[src/rtl/conv1_layer1_dense_acc.sv]
// conv1_layer1_dense_acc: 25-lane Q8.8 adder tree plus saturating multi-vector accumulator
module conv1_layer1_dense_acc #(
    parameter int LANES       = 25,
    parameter int VEC_PER_OUT = 4,
    parameter int ACC_W       = 24
) (
    input  logic                  clk,
    input  logic                  rst,
    input  logic                  halt,
    input  logic [16*LANES-1:0]   mult_res_w,
    input  logic                  mult_res_v_w,
    output logic [15:0]           sum_w,
    output logic                  sum_v_w,
    output logic                  sum_sat_w,
    output logic [7:0]            vec_cnt_w
);
    typedef enum logic {ACC_IDLE, ACC_RUN} acc_state_t;

    localparam logic [7:0]             VPO     = 8'(VEC_PER_OUT);
    localparam logic signed [ACC_W-1:0] SAT_MAX = ACC_W'(32767);
    localparam logic signed [ACC_W-1:0] SAT_MIN = -ACC_W'(32768);

    logic signed [16:0] s1 [13];
    logic signed [17:0] s2 [7];
    logic signed [18:0] s3 [4];
    logic signed [19:0] s4 [2];
    logic signed [20:0] s5;
    logic [4:0]         v;

    acc_state_t              state, state_nx;
    logic signed [ACC_W-1:0] acc, acc_add, acc_nx;
    logic [7:0]              cnt, cnt_inc, cnt_nx;
    logic                    fire, pos, neg;

    // Five-stage sign-extending adder tree with a valid bit riding alongside
    always_ff @(posedge clk) begin
        if (rst) begin
            for (int i = 0; i < 13; i++) s1[i] <= '0;
            for (int i = 0; i < 7; i++) s2[i] <= '0;
            for (int i = 0; i < 4; i++) s3[i] <= '0;
            for (int i = 0; i < 2; i++) s4[i] <= '0;
            s5 <= '0;
            v  <= '0;
        end else if (!halt) begin
            for (int i = 0; i < 12; i++)
                s1[i] <= 17'($signed(mult_res_w[32*i +: 16])) + 17'($signed(mult_res_w[32*i+16 +: 16]));
            s1[12] <= 17'($signed(mult_res_w[16*24 +: 16]));
            for (int i = 0; i < 6; i++) s2[i] <= 18'(s1[2*i]) + 18'(s1[2*i+1]);
            s2[6] <= 18'(s1[12]);
            for (int i = 0; i < 3; i++) s3[i] <= 19'(s2[2*i]) + 19'(s2[2*i+1]);
            s3[3] <= 19'(s2[6]);
            for (int i = 0; i < 2; i++) s4[i] <= 20'(s3[2*i]) + 20'(s3[2*i+1]);
            s5 <= 21'(s4[0]) + 21'(s4[1]);
            v  <= {v[3:0], mult_res_v_w};
        end
    end

    // Accumulator next state: idle restarts the sum, the closing vector fires the output
    always_comb begin
        acc_add  = (state == ACC_IDLE ? '0 : acc) + ACC_W'(s5);
        cnt_inc  = cnt + 8'd1;
        fire     = v[4] && cnt_inc == VPO;
        acc_nx   = v[4] ? acc_add : acc;
        cnt_nx   = !v[4] ? cnt : fire ? 8'd0 : cnt_inc;
        state_nx = !v[4] ? state : fire ? ACC_IDLE : ACC_RUN;
        pos      = acc_add > SAT_MAX;
        neg      = acc_add < SAT_MIN;
    end

    // Accumulator state and saturated output register, frozen on halt
    always_ff @(posedge clk) begin
        if (rst) begin
            state     <= ACC_IDLE;
            acc       <= '0;
            cnt       <= '0;
            sum_w     <= '0;
            sum_v_w   <= 1'b0;
            sum_sat_w <= 1'b0;
        end else if (!halt) begin
            state   <= state_nx;
            acc     <= acc_nx;
            cnt     <= cnt_nx;
            sum_v_w <= fire;
            if (fire) begin
                sum_w     <= pos ? 16'h7FFF : neg ? 16'h8000 : acc_add[15:0];
                sum_sat_w <= pos | neg;
            end
        end
    end

    assign vec_cnt_w = cnt;
endmodule

[config.mk]
export PLATFORM = sky130hd
export DESIGN_NAME = conv1_layer1_dense_acc
export DESIGN_NICKNAME = d
export VERILOG_FILES = /design/src/rtl/conv1_layer1_dense_acc.sv
export SDC_FILE = /design/constraint.sdc
export NUM_CORES = 2
export LEC_CHECK = 0
export CAP_MARGIN = 20
export CORE_ASPECT_RATIO = 1.5
export CORE_MARGIN = 5
export CORE_UTILIZATION = 40
export CTS_CLUSTER_SIZE = 10
export DETAILED_ROUTE_END_ITERATION = 12
export HOLD_SLACK_MARGIN = 0.03
export SETUP_SLACK_MARGIN = 0.4
export SLEW_MARGIN = 30
export SYNTH_ARGS = -nofsm -noshare
export SYNTH_HDL_FRONTEND = slang
export SYNTH_SLANG_ARGS = --single-unit
[constraint.sdc]
create_clock -name clk -period 37.3 [get_ports clk]
set_clock_uncertainty 0.1 [all_clocks]
set_input_delay 5.595 -clock clk [delete_from_list [all_inputs] [get_ports clk]]
set_output_delay 5.595 -clock clk [all_outputs]
set_load 0.05 [all_outputs]
==> metrics.txt <==
core footprint=0.0915 mm^2; number of buffers on the longest clock path=3; TritonCTS clock tree=done; commonest cells after routing, fill and taps aside=sky130_fd_sc_hd__nor2_1, sky130_fd_sc_hd__edfxtp_1, sky130_fd_sc_hd__ha_1; vias=28300; insertion delay of the later-clocked pin in the worst-skew pair=0.63 ns; Via density=5.25; period utilization=23.8%; Overall Global Routing Usage=18.1%; portion of the post-synthesis area used by sequential elements=41.4%; startpoint kind of the worst setup timing path=input pin; cell leakage power=18.7 nW; detailed-routing iteration count for the pre-antenna-repair pass=5; top cell type by total area after synthesis=sky130_fd_sc_hd__edfxtp_1; Die Wd=258 um; Gate Count Post-Synth=3766; sink count of the clock tree=534; WL/cell=17.2 um; die extent in y=382 um; setup repair after global routing missed its margin=no; async set or reset register ratio after synthesis=0%; root buffer selected by CTS=sky130_fd_sc_hd__clkbuf_16; setup fix buffers added after clock tree synthesis=0; leftover overflow at the end of global routing=0; peak clock frequency supported by timing=113 MHz; Synth cell types=77; Routed met3 length=3710 um; floorplan die area=0.0984 mm^2; number of synthesis warnings=0; clock transition time at the flip-flop clock pins of the worst setup and hold paths=0.06 ns; maximum capacitance violations=0; met1 wire length=36700 um; Hold WC Path Type=reg -> reg; antenna violation net count after detailed routing=0; Pwr Density=39.8 mW/mm^2; first-pass GRT wire length=145000 um; count of final setup violators=0; placement row count=136; Critical Path Fanout Max=123; Initial Util=40.2%; sort of element at the end of the critical path=flop; Final Non-Filler Cells=5380; Inst Count DP=5296; Port Buffers=429; setup total negative slack=0 ns; Least-Margin Pin Slew=0.943 ns; wire length reported by the detailed router=92400 um; Mapped Nets=4626; Post-CTS Hold Fix Bufs=0; number of global-route vias before repair=28200; fraction of final layout cells sized beyond drive strength 1=3.16%; arrival time worst endpoint=9.03 ns; total standard cell area after synthesis=0.0368 mm^2; top routing layer in use=met5; average footprint of a synthesized cell=9.78 um^2; dominant cells by area after synthesis=sky130_fd_sc_hd__edfxtp_1, sky130_fd_sc_hd__ha_1, sky130_fd_sc_hd__nor2_1, sky130_fd_sc_hd__dfxtp_1, sky130_fd_sc_hd__a21oi_1; dpl ws=27.78 ns; flip-flop and latch count after synthesis=534; worst setup path category=in -> reg; pin count of the biggest net entering global routing=182; final layout net count=5046; final core utilization=48.1%; met2 layer wire length in the routed design=49600 um; worst-case vdd ir drop=0.0369 mV; post-cts resize count=0; most frequently used flop master after synthesis=sky130_fd_sc_hd__edfxtp_1; initial antenna violation count=5; violation count after the first detailed-routing iteration=1259; total count of hold-check failures in the final report=0; DRC violations left=0; Layout area overhead=19.6%; number of ports placed on the die boundary=430; final number of max-transition violations=0; Rel. slew slack=37.1%; result of the run=complete, no violations; weighted congestion at the end of routability-driven global placement=0.861; crit path setup slack, layout=28.42 ns; number of buffers created by CTS=60; commonest non-fill, non-tap cell in the layout=sky130_fd_sc_hd__nor2_1; H-tree lvl count=2; post-layout min period=8.88 ns; top cell type's share of synthesized area=37.3%; endpoint required time on the critical path=37.46 ns; count of flip-flops with a built-in enable after synthesis=457; Detailed Place HPWL=71100 um
## flip-flops by register name (all words and copies together) (netlist names)
name,cells
s3,73
v,5
vec_cnt_w,8
acc,24
sum_w,16
s5,21
s2,124
sum_sat_w,1
s4,40
s1,220
state,1
sum_v_w,1
## metrics by stage
step / cell area (um^2) / total power, W / hold WS (ns)
floorplan: 36800 / 0.00110 / 0.332
global placement: 42400 / 0.00124 / 0.338
detailed placement: 42400 / 0.00125 / 0.344
CTS: 44000 / 0.00178 / 0.353
global route: 44100 / 0.00186 / 0.383
finish: 44100 / 0.00175 / 0.347
## final timing paths
kind / from / end / slack (ns) / depth (start not counted)
max: halt / s1[1][69] / 28.42 / 7
max reg2reg: state / sum_w[0] / 32.64 / 14
min reg2reg: acc[20] / acc[20] / 0.35 / 2
min: acc[20] / acc[20] / 0.35 / 2
## worst max-delay path, cell delays in order
cell	delay, ns
sky130_fd_sc_hd__clkdlybuf4s50_1	0.40
sky130_fd_sc_hd__buf_4	0.28
sky130_fd_sc_hd__nor2b_1	0.32
sky130_fd_sc_hd__inv_8	0.59
sky130_fd_sc_hd__buf_12	0.43
sky130_fd_sc_hd__buf_16	0.42
sky130_fd_sc_hd__buf_4	0.72
## per-layer routing
layer,GRT usage (%),vias up
li1,-,14600
met1,20.4,13100
met2,35.2,516
met3,2.73,115
met4,4.77,4
met5,0,-
## synth_stat cells (11+ instances only)
master                      instances
sky130_fd_sc_hd__o21ai_2           11
sky130_fd_sc_hd__nor3b_1           16
sky130_fd_sc_hd__nand2_1          188
sky130_fd_sc_hd__ha_1             431
sky130_fd_sc_hd__o21a_1            53
sky130_fd_sc_hd__inv_1            178
sky130_fd_sc_hd__a211oi_1          29
sky130_fd_sc_hd__and3_1            55
sky130_fd_sc_hd__edfxtp_1         457
sky130_fd_sc_hd__nor4_1            21
sky130_fd_sc_hd__fa_1              25
sky130_fd_sc_hd__a21oi_1          251
sky130_fd_sc_hd__nand3_1           80
sky130_fd_sc_hd__clkbuf_1          74
sky130_fd_sc_hd__a21boi_0          16
sky130_fd_sc_hd__a211o_1           14
sky130_fd_sc_hd__o21ai_0          160
sky130_fd_sc_hd__or3_1             12
sky130_fd_sc_hd__a2111oi_0         11
sky130_fd_sc_hd__o21bai_1          30
sky130_fd_sc_hd__nand2b_1          47
sky130_fd_sc_hd__nand4_1           16
sky130_fd_sc_hd__nor2_1           527
sky130_fd_sc_hd__o211ai_1          17
sky130_fd_sc_hd__xnor2_1          109
sky130_fd_sc_hd__mux2i_1           15
sky130_fd_sc_hd__a21o_1           138
sky130_fd_sc_hd__and2_1            82
sky130_fd_sc_hd__nor2b_1          101
sky130_fd_sc_hd__dfxtp_1           77
sky130_fd_sc_hd__nor3_1           181
sky130_fd_sc_hd__xor2_1           137
sky130_fd_sc_hd__a31oi_1           28
sky130_fd_sc_hd__o31ai_1           12
sky130_fd_sc_hd__o41ai_1           20
## report_power, final
part           switching, W  internal [W]
logic              0.000261      0.000221
clock network      0.000230      0.000292
registers         0.0000286      0.000721
total              0.000520       0.00123
## cell families after synthesis
group	synth area share, %
buf+inv	2.73
simple gates	17.7
xor+xnor	5.92
fa+ha+maj	16.0
flops	41.4
mux	0.438
compound gates	15.8
## final cells by class
| cell class | instances | area (um^2) |
|---|---|---|
| Antenna cell | 1 | 2.50 |
| Inverter | 178 | 676 |
| Multi-Input combinational cell | 2967 | 20600 |
| Sequential cell | 534 | 15300 |
| Clock buffer | 78 | 1590 |
| Clock inverter | 4 | 26.3 |
| Tap cell | 1173 | 1470 |
| Timing Repair Buffer | 445 | 4460 |
| Fill cell | 8596 | 47500 |
Power figures use the tool's default switching activity.
